**src/rtl/pc_fetch_sequencer.sv**
```systemverilog
// Self-running instruction fetch loop: drives PC, fetches over a req/ack handshake and computes the next PC.
// Optional retired/taken-branch counters are built when FETCH_STATS_EN is defined.
module pc_fetch_sequencer #(
    parameter logic [31:0] RESET_PC   = 32'd0,
    parameter int          MAX_WAIT   = 15,
    parameter logic [31:0] HALT_INSTR = 32'hFFFFFFFF
) (
    input  logic        clk,
    input  logic        reset,
    input  logic        Run,
    input  logic        Stall,
    output logic        InstrReq,
    input  logic        InstrAck,
    input  logic [31:0] InstrData,
    output logic [31:0] PC,
    output logic [31:0] instruction,
    output logic        InstrValid,
    input  logic        Branch,
    input  logic        Zero,
    input  logic [31:0] ShiftLeftImm,
    output logic        Halted,
    output logic        Timeout,
    output logic [31:0] InstrCount,
    output logic [31:0] BranchCount
);

    typedef enum logic [2:0] {
        S_IDLE,
        S_REQ,
        S_WAIT,
        S_EXEC,
        S_HALT,
        S_ERROR
    } state_t;

    // The wait counter holds the number of WAIT cycles already spent, so the last permitted one sees MAX_WAIT-1.
    localparam logic [7:0] WAIT_LAST = 8'(MAX_WAIT - 1);

    state_t      r_state;
    state_t      w_nextState;
    logic [31:0] r_pc;
    logic [31:0] r_instr;
    logic [7:0]  r_waitCnt;

    logic        w_taken;
    logic        w_retire;
    logic        w_isHalt;
    logic [31:0] w_pcSum;
    logic [31:0] w_pcNext;

    assign w_taken  = Branch & Zero;
    assign w_retire = (r_state == S_EXEC) && !Stall;
    assign w_isHalt = (r_instr == HALT_INSTR);
    assign w_pcSum  = r_pc + 32'd4 + (w_taken ? ShiftLeftImm : 32'd0);
    assign w_pcNext = w_pcSum & 32'hFFFF_FFFC;

    always_ff @(posedge clk) begin
        if (reset) begin
            r_state <= S_IDLE;
        end else begin
            r_state <= w_nextState;
        end
    end

    always_comb begin
        w_nextState = r_state;
        InstrReq    = 1'b0;
        InstrValid  = 1'b0;
        Halted      = 1'b0;
        Timeout     = 1'b0;
        case (r_state)
            S_IDLE: begin
                if (Run) begin
                    w_nextState = S_REQ;
                end
            end
            S_REQ: begin
                InstrReq    = 1'b1;
                w_nextState = S_WAIT;
            end
            S_WAIT: begin
                if (InstrAck) begin
                    w_nextState = S_EXEC;
                end else if (r_waitCnt == WAIT_LAST) begin
                    w_nextState = S_ERROR;
                end
            end
            S_EXEC: begin
                InstrValid = 1'b1;
                if (!Stall) begin
                    if (w_isHalt) begin
                        w_nextState = S_HALT;
                    end else if (Run) begin
                        w_nextState = S_REQ;
                    end else begin
                        w_nextState = S_IDLE;
                    end
                end
            end
            S_HALT: begin
                Halted = 1'b1;
            end
            S_ERROR: begin
                Timeout = 1'b1;
            end
            default: begin
                w_nextState = S_IDLE;
            end
        endcase
    end

    // PC, latched instruction and wait counter; a halt exit leaves PC on the halting instruction.
    always_ff @(posedge clk) begin
        if (reset) begin
            r_pc      <= RESET_PC;
            r_instr   <= 32'd0;
            r_waitCnt <= 8'd0;
        end else begin
            case (r_state)
                S_REQ: begin
                    r_waitCnt <= 8'd0;
                end
                S_WAIT: begin
                    if (InstrAck) begin
                        r_instr <= InstrData;
                    end else begin
                        r_waitCnt <= r_waitCnt + 8'd1;
                    end
                end
                S_EXEC: begin
                    if (w_retire && !w_isHalt) begin
                        r_pc <= w_pcNext;
                    end
                end
                default: begin
                end
            endcase
        end
    end

    assign PC          = r_pc;
    assign instruction = r_instr;

`ifdef FETCH_STATS_EN
    logic [31:0] r_instrCount;
    logic [31:0] r_branchCount;

    always_ff @(posedge clk) begin
        if (reset) begin
            r_instrCount  <= 32'd0;
            r_branchCount <= 32'd0;
        end else if (w_retire) begin
            r_instrCount <= r_instrCount + 32'd1;
            if (w_taken) begin
                r_branchCount <= r_branchCount + 32'd1;
            end
        end
    end

    assign InstrCount  = r_instrCount;
    assign BranchCount = r_branchCount;
`else
    assign InstrCount  = 32'd0;
    assign BranchCount = 32'd0;
`endif

endmodule

```
**config.mk**
```make
export PLATFORM = sky130hd
export DESIGN_NAME = pc_fetch_sequencer
export DESIGN_NICKNAME = d
export VERILOG_FILES = /design/src/rtl/pc_fetch_sequencer.sv
export SDC_FILE = /design/constraint.sdc
export NUM_CORES = 1
export LEC_CHECK = 0
export ABC_AREA = 1
export CAP_MARGIN = 20
export CORE_MARGIN = 10
export CORE_UTILIZATION = 51
export DETAILED_ROUTE_END_ITERATION = 8
export GPL_TIMING_DRIVEN = 0
export PLACE_DENSITY_LB_ADDON = 0.15
export SLEW_MARGIN = 10
export SYNTH_ARGS = -nofsm -noshare
export SYNTH_HDL_FRONTEND = slang
export SYNTH_SLANG_ARGS = --single-unit
```
**constraint.sdc**
```tcl
create_clock -name clk -period 6.1 [get_ports clk]
set_clock_uncertainty 0.15 [all_clocks]
set_input_delay 1.83 -clock clk [delete_from_list [all_inputs] [get_ports clk]]
set_output_delay 1.83 -clock clk [all_outputs]
set_load 0.1 [all_outputs]
```
==> Yosys cells after proc, flatten, opt, wreduce, memory -nomap -nowiden <==
Index checks and enable logic that the tools add are counted.
Widths: inputs -> output; s select.
{ "totals": {"latch_bits": 0, "mem_bits_ro": 0, "ff_bits": 73, "word_cells": 45, "ramBits": 0, "inputBits": 71, "n_memories": 0} }
{ "classes": {"order_cmp": 0, "addsub": 3, "shift": 0, "mux": 14, "bitwise_logic": 2, "n_eq_ne": 11, "div": 0, "reduce_logical": 11, "multipliers": 0} }
{ "ops": {"columns": ["op", "n"], "rows": [
  ["$add 32x3->32 const B", 1],
  ["$add 32x32->32", 1],
  ["$eq 32x32->1 const B", 1],
  ["$mux 32", 1],
  ["$pmux 8 s2", 1],
  ["$mux 3", 5],
  ["$pmux 3 s5", 1],
  ["$add 8x1->8 const B", 1],
  ["$eq 8x4->1 const B", 1],
  ["$mux 8", 1],
  ["$eq 3x2->1 const B", 2],
  ["$eq 3x3->1 const B", 2],
  ["$ne 2x2->1 const B", 3],
  ["$reduce_and 2->1", 3],
  ["$mux 1", 5],
  ["$reduce_and 4->1", 1],
  ["$eq 3x1->1 const B", 1],
  ["$logic_not 3->1", 1],
  ["$ne 3x3->1 const B", 1],
  ["$logic_and 1x1->1", 2],
  ["$logic_not 1->1", 2],
  ["$reduce_bool 2->1", 1],
  ["$reduce_or 2->1", 1],
  ["$and 1x1->1", 1],
  ["$not 1->1", 1]
]} }

==> Longest topological paths before layout <==
{ "logic_depth": {"word_depth": 4, "mapped_depth": 18, "ltp_nobuf": 17} }

==> Worst setup path before layout <==
OpenSTA, ideal clock, no wires.
{ "synth_timing": {"path_kind": "register to output", "start": "register r_state[0]", "end": "output port InstrValid", "t_arrival_ns": 2.719, "required_time_ns": 4.120, "n_path_buf": 0, "stages_incl_launch_ff": 3, "setup_slack_ns": 1.401, "cell_sequence": "dfxtp_1 inv_2 nor3_1"} }
{ "synth_between": {"elab_chain_len": 2} }
{ "synth_rtl": {"columns": ["item", "line_no", "text"], "rows": [
  ["from (decl)", "39", "state_t r_state;"],
  ["from (signal assigned)", "61", "r_state <= w_nextState;"],
  ["$eq 3x2->1", "71", "case (r_state)"],
  ["$mux 1", "71", null],
  ["to (decl)", "17", "output logic InstrValid,"]
]} }
Every way passes these cells.

==> Worst setup path in the final report <==
{ "layout_timing": {"start": "input port Branch", "end": "register r_pc[29] (netlist: PC[29])"} }
{ "layout_between": {"elab_chain_len": 3} }
{ "layout_rtl": {"columns": ["item", "line_no", "text"], "rows": [
  ["from (decl)", "18", "input logic Branch,"],
  ["$and 1x1->1", "51", "assign w_taken = Branch & Zero;"],
  ["$mux 32", "54", "assign w_pcSum = r_pc + 32'd4 + (w_taken ? ShiftLeftImm : 32'd0);"],
  ["$add 32x32->32", "54", null],
  ["to (signal assigned)", "132", "r_pc <= w_pcNext;"],
  ["to (decl)", "41", "logic [31:0] r_pc;"]
]} }
Every way passes these cells.
A chain may end at the register's enable or synchronous reset.

==> impl_results.md <==
* Status: finished clean
* Share of cells above drive strength 1 at 9.61%
* Routed wire length at 18900 µm
* Final ANT Viol Nets at 0
* Post-CTS setup buffer count at 0
* Buffer depth of the longest clock path at 2
* FFs w/ async S/R, synth at 0%
* CORE AREA at 12100 µm²
* Die Y at 131 µm
* Post-synthesis mux area share at 0%
* Crit. End Element: flip-flop
* P_leak at 0.00443 µW
* Synth Area in Compound Gates at 8.88%
* Hpwl dp at 15600 µm
* Cell variety after synth at 38
* HP Start: r_waitCnt[7]
* Clock Root Buffer: clkbuf_16
* Clk sink count at 73
* Number of global-route vias before repair at 6062
* RePlAce Congestion at 0.954
* Min Tclk post-route at 5.18 ns
* Largest family of logic cells by synthesized area: simple AND/OR/NAND/NOR gates
* # IOs at 203
* Critical Path Source: Branch
* Final WS setup at 0.924 ns
* Max-Cap Viols at 0
* Req. time, crit path at 6.19 ns
* Met3 Use GR at 4.75%
* Power density over the cells at 260 nW/µm²
* DRC at 0
* Area Overhead vs Synth at 33.1%
* First-pass GRT wire length at 29400 µm
* Clock transition at the registers of the reported paths at 0.06 ns
* DP Worst Slack at 0.613 ns
* Worst VDD drop at 0.000131 V
* Final Slew Violations at 0
* WL/cell at 13.5 µm
* RSZ-0062 raised after global routing: no
* Slew @ Worst Pin at 1.05 ns
* Reg2reg start: PC[3]
* Initial DRC Count at 473
* CP max FO at 10
* Worst-skew pair later-pin latency at 0.34 ns
* Vias at 6470
* Port bufs at 132
* Register area share after synthesis at 23.3%
* Fin crit share at 84.9%
* Synth Area in XOR/XNOR at 1.95%
* CP Class: input port to flip-flop
* Seq cells post-synth at 73
* Initial Util at 52.1%
* M2 GR Usage at 37.5%
* Synth Area in Simple Gates at 32.0%
* Adder-Cell Fraction of Synth Area at 12.1%
* Tightest Hold Check Type: flip-flop to flip-flop
* CTS tree: yes
* Main flop type after synthesis: dfxtp_1
* Syn Area/Cell at 6.19 µm²
* Fin. Hold Viols at 0
* CP startpoint kind: input port
* Final setup TNS at 0 ns
* Final setup violation count at 0
* Hold-fix buffers, CTS at 0
* Post-synth EDFFs at 0
* Layer with the highest usage: met2
* CTS H-Tree Depth at 3
* Post-Synthesis Cells at 1015
* Warnings from Yosys at 0
* Post-Syn Area at 6280 µm²
* Num CTS Buffers at 9
* Data arrival time of the worst path at 5.27 ns
* Largest net degree at the start of global routing at 13
* 1st-pass router iterations at 5
* Gr ovfl total at 0
* Global Route Usage Sum at 21.6%
* CTS resizes at 0
* Chip width at 131 µm
* Util after Layout at 69.3%
* Final #Nets at 1354
* Avg Vias per Cell at 4.63
* Full die area at 17200 µm²
* Met1 Use GR at 26.3%
* FP Rows at 40
* Fmax at 193 MHz
* Worst rel slew slack at 29.8%
* Antenna violations before repair at 1
cell usage in the layout, fill, tap and decap left out, drive strengths merged:
cell type and count:
conb 66, clkinv 3, and2 1, nand2 281, o21bai 2, nor3 9
ha 59, clkdlybuf4s50 132, clkbuf 23, fa 1, nor2 101, xnor2 6
diode 1, nand3b 2, nor4 1, a31oi 1, a21oi 75, nand3 76
o211ai 1, buf 80, a21o 1, xor2 8, nand4 9, dfxtp 73
o21ai 24, bufinv 1, inv 192
path summary, 6_finish.rpt:
check	slack, ns	cells past startpoint	end
max	0.92	16	PC[29]
min	0.30	1	r_waitCnt[7]
max reg2reg	3.47	13	PC[19]
min reg2reg	0.30	1	r_waitCnt[7]
worst max-delay path, stage by stage:
cell and delay, ns:
clkdlybuf4s50_1 0.40, nand2_1 0.08, clkbuf_1 0.51, clkbuf_1 0.54, nor2_1 0.09, ha_1 0.30
ha_1 0.37, nand2_1 0.12, nor2_1 0.28, nand3_1 0.12, nand3_1 0.19, nand2_1 0.14
nand3_1 0.11, nand3_1 0.08, nand2_1 0.06, inv_1 0.03
metal layers:
metal  wire, µm  vias to the layer above  share of wire (%)
li1           -                     3413                  -
met5          0                        -                  0
met1       8240                     2837                 44
met3       1490                       19                7.9
met4        251                        0                1.3
met2       8920                      201                 47
cell type report:
class | instances | area (µm²)
Antenna cell | 1 | 2.50
Sequential cell | 73 | 1460
Timing Repair Buffer | 132 | 1320
Fill cell | 1119 | 3700
Tap cell | 168 | 210
Inverter | 192 | 723
Clock inverter | 4 | 52.6
Multi-Input combinational cell | 724 | 3700
Buffer | 91 | 646
Clock buffer | 12 | 246
where the power goes:
group	internal [µW]	switching [µW]	total, µW
Combinational	268	793	1060
Sequential	533	45.6	578
Clock	329	209	538
per-stage QoR:
stage / hold slack [ns] / power (µW) / instance area, µm² / cells
2_1_floorplan: 0.273 / 1420 / 6530 / 1080
3_3_place_gp: 0.289 / 1640 / 8060 / 1380
3_5_place_dp: 0.294 / 1640 / 8060 / 1380
4_1_cts: 0.303 / 2190 / 8360 / 1396
5_1_grt: 0.331 / 2280 / 8360 / 1397
6_report: 0.304 / 2180 / 8360 / 1397
synth_stat cells, types with 8 or more instances:
library cell	count	area, µm²
clkbuf_1	10	37.5
inv_1	188	706
nand3_1	75	375
o21ai_0	23	115
a21oi_1	68	340
nand4_1	9	56.3
ha_1	59	738
dfxtp_1	73	1460
nor2_1	98	368
nand2_1	275	1030
xor2_1	8	70.1
buf_4	68	510
kinds of logic after synthesis:
family | after synthesis
DFF | 73
other | 1
AOI/OAI and AO/OA | 104
xor gates and xnor gates | 14
adders and majority gates | 60
and+or+nand+nor | 480
buffers and inverters | 283
state kept, by name, indices dropped and copies added, names as in the netlist:
| register | flops |
|---|---|
| PC | 30 |
| instruction | 32 |
| r_state | 3 |
| r_waitCnt | 8 |
No activity file was read; power rests on OpenSTA's default activity.
